`config.mk`:
```
export PLATFORM = sky130hd
export DESIGN_NAME = scan_mux
export DESIGN_NICKNAME = d
export VERILOG_FILES = /design/src/rtl/scan_mux_pkg.sv /design/src/rtl/scan_mux_next_ch.sv /design/src/rtl/scan_mux.sv
export SDC_FILE = /design/constraint.sdc
export NUM_CORES = 1
export LEC_CHECK = 0
export ABC_AREA = 1
export CORE_ASPECT_RATIO = 0.6
export CORE_MARGIN = 2
export CORE_UTILIZATION = 49
export CTS_BUF_LIST = sky130_fd_sc_hd__clkbuf_2
export DETAILED_ROUTE_END_ITERATION = 8
export GPL_TIMING_DRIVEN = 0
export PLACE_DENSITY_LB_ADDON = 0.2
export SLEW_MARGIN = 20
export SYNTH_ARGS = -nofsm -noshare
export SYNTH_HDL_FRONTEND = slang
export SYNTH_SLANG_ARGS = --single-unit
```
`constraint.sdc`:
```
create_clock -name clk -period 3 [get_ports clk]
set_clock_uncertainty 0.2 [all_clocks]
set_input_delay 0.45 -clock clk [delete_from_list [all_inputs] [get_ports clk]]
set_output_delay 0.45 -clock clk [all_outputs]
set_load 0.02 [all_outputs]
```
`src/rtl/scan_mux_pkg.sv`:
```
// Shared mode constants and FSM state encoding for the scan/direct multiplexer.
package scan_mux_pkg;

    localparam logic MODE_DIRECT = 1'b0;
    localparam logic MODE_SCAN   = 1'b1;

    typedef enum logic [1:0] {
        IDLE  = 2'd0,
        DWELL = 2'd1,
        EMIT  = 2'd2
    } state_t;

endpackage

```
`src/rtl/scan_mux_next_ch.sv`:
```
// Rotating priority finder: first enabled channel after ptr, wrapping, ptr itself last.
module scan_mux_next_ch #(
    parameter  int unsigned N_CH = 8,
    localparam int unsigned CH_W = $clog2(N_CH)
) (
    input  logic [N_CH-1:0] ch_en,
    input  logic [CH_W-1:0] ptr,
    output logic [CH_W-1:0] next_ch,
    output logic            found
);

    int unsigned idx;

    always_comb begin
        next_ch = '0;
        found   = 1'b0;
        idx     = 0;
        for (int unsigned i = 1; i <= N_CH; i++) begin
            idx = (32'(ptr) + i) % N_CH;
            if (!found && ch_en[CH_W'(idx)]) begin
                found   = 1'b1;
                next_ch = CH_W'(idx);
            end
        end
    end

endmodule

```
`src/rtl/scan_mux.sv`:
```
// N-channel registered multiplexer: direct select or round-robin scan with dwell,
// presenting each captured sample on a valid/ready port tagged with its channel.
module scan_mux
    import scan_mux_pkg::*;
#(
    parameter  int unsigned N_CH    = 8,
    parameter  int unsigned W       = 8,
    parameter  int unsigned DWELL_W = 4,
    localparam int unsigned CH_W    = $clog2(N_CH)
) (
    input  logic              clk,
    input  logic              rst,
    input  logic [N_CH*W-1:0] ch_data,
    input  logic [N_CH-1:0]   ch_en,
    input  logic              mode,
    input  logic [CH_W-1:0]   sel,
    input  logic [DWELL_W-1:0] dwell,
    output logic [W-1:0]      out_data,
    output logic [CH_W-1:0]   out_ch,
    output logic              out_valid,
    input  logic              out_ready
);

    localparam int unsigned PAD = 1 << CH_W;

    state_t             state, state_nxt;
    logic [DWELL_W-1:0] cnt, cnt_nxt;
    logic [CH_W-1:0]    ptr, ptr_nxt;
    logic [CH_W-1:0]    cur, cur_nxt;
    logic [W-1:0]       out_data_nxt;
    logic [CH_W-1:0]    out_ch_nxt;
    logic               out_valid_nxt;

    logic [PAD-1:0]     en_pad;
    logic               sel_ok;
    logic [CH_W-1:0]    scan_next;
    logic               scan_found;

    // Zero-padding makes out-of-range selects (non-power-of-2 N_CH) read as disabled.
    assign en_pad = PAD'(ch_en);
    assign sel_ok = en_pad[sel];

    scan_mux_next_ch #(.N_CH(N_CH)) u_next (
        .ch_en   (ch_en),
        .ptr     (ptr),
        .next_ch (scan_next),
        .found   (scan_found)
    );

    function automatic logic [W-1:0] pick(input logic [N_CH*W-1:0] data,
                                          input logic [CH_W-1:0]   idx);
        logic [W-1:0] r;
        r = '0;
        for (int unsigned c = 0; c < N_CH; c++) begin
            if (32'(idx) == c) r = data[c*W +: W];
        end
        return r;
    endfunction

    always_comb begin
        state_nxt    = state;
        cnt_nxt      = cnt;
        ptr_nxt      = ptr;
        cur_nxt      = cur;
        out_data_nxt = out_data;
        out_ch_nxt   = out_ch;
        case (state)
            IDLE: begin
                if (mode == MODE_DIRECT) begin
                    if (sel_ok) begin
                        out_data_nxt = pick(ch_data, sel);
                        out_ch_nxt   = sel;
                        state_nxt    = EMIT;
                    end
                end else if (scan_found) begin
                    cur_nxt   = scan_next;
                    ptr_nxt   = scan_next;
                    cnt_nxt   = dwell;
                    state_nxt = DWELL;
                end
            end
            DWELL: begin
                if (!en_pad[cur] || mode == MODE_DIRECT) begin
                    state_nxt = IDLE;
                end else if (cnt == '0) begin
                    out_data_nxt = pick(ch_data, cur);
                    out_ch_nxt   = cur;
                    state_nxt    = EMIT;
                end else begin
                    cnt_nxt = cnt - DWELL_W'(1);
                end
            end
            EMIT: begin
                // Held sample is untouched until the consumer takes it.
                if (out_ready) begin
                    if (mode == MODE_DIRECT && sel_ok) begin
                        out_data_nxt = pick(ch_data, sel);
                        out_ch_nxt   = sel;
                    end else if (mode == MODE_SCAN && scan_found) begin
                        cur_nxt   = scan_next;
                        ptr_nxt   = scan_next;
                        cnt_nxt   = dwell;
                        state_nxt = DWELL;
                    end else begin
                        state_nxt = IDLE;
                    end
                end
            end
            default: state_nxt = IDLE;
        endcase
        out_valid_nxt = (state_nxt == EMIT);
    end

    always_ff @(posedge clk or posedge rst) begin
        if (rst) begin
            state     <= IDLE;
            cnt       <= '0;
            ptr       <= CH_W'(N_CH - 1);
            cur       <= '0;
            out_data  <= '0;
            out_ch    <= '0;
            out_valid <= 1'b0;
        end else begin
            state     <= state_nxt;
            cnt       <= cnt_nxt;
            ptr       <= ptr_nxt;
            cur       <= cur_nxt;
            out_data  <= out_data_nxt;
            out_ch    <= out_ch_nxt;
            out_valid <= out_valid_nxt;
        end
    end

endmodule
```
==> results.md <==
* Final setup fails at 0
* Nets at 726
* Chip height at roughly 65 µm
* Sequential share of the synthesized area at about a fifth
* Worst-Skew Late Latency at roughly 0.36 ns
* Area of the core at between 0.006 and 0.007 mm²
* Ys async rst share at 100%
* Crit path largest cell delay at ~0.64 ns
* Post-DRT Antenna Nets at 0
* Worst Path Max Fanout at 10
* Vias at about 4000
* H-tree depth at 1
* Synth cell types at 37
* Layout area overhead at 36.8%
* Synthesized flop and latch total at 24
* Clk pwr share at 3.3%
* Final core utilization at roughly 69%
* Reg-to-Reg Start: ptr[0]
* Worst Path Required at 3.13 ns
* Largest net degree at the start of global routing at 25
* R2R depth at 16
* Yosys warning count at 0
* CTS max path bufs at 2
* # DRC at 0
* Layout cells sized above 1 at about 8.3%
* CP max stage cell: dfstp_2
* EDFF count, synth at 0
* Drt first pass iters at 5
* Clock Sinks at 24
* Final instance area at between 0.004 and 0.005 mm²
* Synth area leader: nand2_1
* Top-area cell type share of the netlist area at about 23%
* Vias/cell at around 5.6
* Hold Fails Final Rpt at 0
* PortBufs at 94
* Max cap viols at 0
* Synth area leaders: nand2_1 23%, dfrtp_1 17%, inv_1 9.7%, nor2_1 9.4%, nand3_1 8.2%
* CTS tree: done
* Grt total ovfl at 0
* Crit path cell chain: inv_2 > buf_6 > ha_1 > buf_4 > inv_4 > nand3_2 > nand3_2 > nand2_2 > nor2_4 > nand4_4 > nor2_8 > nand3b_4 > nand3_4 > buf_6 > nand2_1 > nand2_1
* WS Path Type: flop to flop
* Leak Pwr at approximately 2.1 nW
* Reg2Reg Capture Point: ptr[1]
* Io pins at between 90 and 100
* Post-route insts no fill at between 700 and 800
* HPWL Detailed at 8.54 mm
* Post-synth top flop: dfrtp_1
* Most common cell in the netlist: nand2_1
* Hold WC Path Type: flop to flop
* Min cycle time layout at between 2 and 3 ns
* Hold buffers post-CTS at 0
* CTS Buf Count at 3
* Outcome: finished clean
* Psw at 2.23 mW
* DP Cell Count at 716
* CP endpoint: ptr[1]
* Cell Rows at 22
* Crit path from: ptr[0]
* Placer congestion estimate at 0.974
* Commonest cells post-synth: 187 x nand2_1, 79 x inv_1, 76 x nor2_1
* Mapped Cells at ~540
* Avg Cell Area, Syn at about 5.7 µm²
* WL/cell at between 15 and 20 µm
* Seq pwr share at 15.8%
* Worst vdd ir at about 0.59 mV
* Sw frac at between 50% and 60%
* CTS root buffer: clkbuf_2
* Die W at 106 µm
* Power Dens Cells at 921 mW/mm²
* Initial Utilization at between 50% and 60%
* First-pass GRT wire length at around 17 mm
* Slew headroom at 35.4%
* Antenna cells at 0
* Vias in the first global route at between 3000 and 4000
* Highest clock rate at about 350 MHz
* Overall Global Routing Usage at between 30% and 40%
* DRT Wirelength at about 11 mm
* Crit path capture type: flop
* Final-layout fill cell count at ~540
* WP data arrival at between 2 and 3 ns
* DR iter-0 viols at 400
* Cell Int Power at around 1.6 mW
* Syn Std Cell Area at around 0.0030 mm²
* Worst-Margin Slew at approximately 0.96 ns
* Startpoint types: flop
* Final period util at 95.1%
* Final Max Slew Viols at 0
* FF-to-FF setup slack at approximately 0.15 ns
* Reg clk slew, reported paths at approximately 0.24 ns
* Synthesized Nets at 624
* Die area at between 0.006 and 0.007 mm²
* Initial antenna violation count at 0
* Combinational Power Share at slightly above 80%
* DP Area at 0.00409 mm²
per-stage QoR:
step | hold slack [ns] | setup WS, ns | power [mW] | setup TNS, ns
after global routing | 0.335 | -0.0120 | 4.18 | -0.0239
after CTS | 0.319 | 0.0441 | 3.67 | 0
after floorplan | 0.262 | 0.348 | 2.71 | 0
after detailed placement | 0.264 | 0.0808 | 3.52 | 0
after global placement | 0.262 | 0.103 | 3.47 | 0
final | 0.308 | 0.148 | 3.83 | 0
flip-flops by register name (all words and copies together), names as in the netlist:
signal     cells
out_data       8
cnt            4
cur            3
out_ch         3
ptr            3
state          2
out_valid      1
layout by cell type (no fill, tap or decap), types with 9 or more instances in the layout:
master / n
o22ai_1: 16
o21ai_0: 12
nor4_1: 16
nand3_1: 46
dfrtp_1: 21
nor2_1: 75
clkdlybuf4s50_1: 94
nand2_1: 185
o2111ai_1: 16
inv_1: 77
nand2_2: 9
timing repair:
| action | 4_1_cts | 5_1_grt |
|---|---|---|
| setup buffers | 0 | 3 |
| resized for setup | 0 | 12 |
| endpoints found under the setup margin | 0 | 11 |
how the worst min path moves through the flow:
stage / end / depth (start not counted) / slack (ns) / start
4_1_cts: out_data[4] / 2 / 0.32 / out_data[4]
2_1_floorplan: cnt[0] / 1 / 0.26 / rst
3_5_place_dp: out_data[1] / 2 / 0.26 / out_data[1]
6_report: out_ch[0] / 2 / 0.31 / out_ch[0]
3_3_place_gp: out_data[4] / 2 / 0.26 / out_data[4]
5_1_grt: out_ch[1] / 2 / 0.33 / out_ch[1]
cell families (layout without fill, tap and decap cells):
group / Yosys count / count (layout) / synth area share (%)
adder cells (fa/ha/maj): 3 / 3 / 1.23
AO/OA/AOI/OAI: 55 / 55 / 12.6
flip-flops: 24 / 24 / 19.9
AND/OR/NAND/NOR: 356 / 356 / 51.8
XOR/XNOR: 4 / 4 / 1.65
buffers and inverters: 96 / 197 / 12.8
routing by layer:
layer	vias up	global-route usage, %	wire, µm
li1	1952	-	-
met1	1795	48.3	5080
met2	260	47.1	4300
met3	10	4.93	1360
met4	0	4.44	106
met5	-	0	0
cell type report:
type	count	area (µm²)	share of cell area, %
Multi-Input combinational cell	418	2070	49.8
Clock buffer	3	15.0	0.361
Buffer	11	73.8	1.77
Timing Repair Buffer	97	963	23.2
Inverter	85	322	7.73
Sequential cell	24	604	14.5
Clock inverter	1	3.75	0.0902
Tap cell	84	105	2.53
power by group through the flow:
stage | Combinational (mW) | Clock, mW | Sequential [mW]
3_3_place_gp | 2.86 | 0 | 0.607
5_1_grt | 3.42 | 0.136 | 0.626
3_5_place_dp | 2.91 | 0 | 0.608
6_report | 3.10 | 0.127 | 0.606
4_1_cts | 2.93 | 0.127 | 0.605
2_1_floorplan | 2.04 | 0 | 0.670
critical path, delay by kind of cell (launching register included):
family,cells,cell delay [ns]
flops,1,0.64
buf+inv,5,0.62
fa+ha+maj,1,0.29
simple gates,10,1.08
Note: power is estimated with default switching activity, not from simulation.
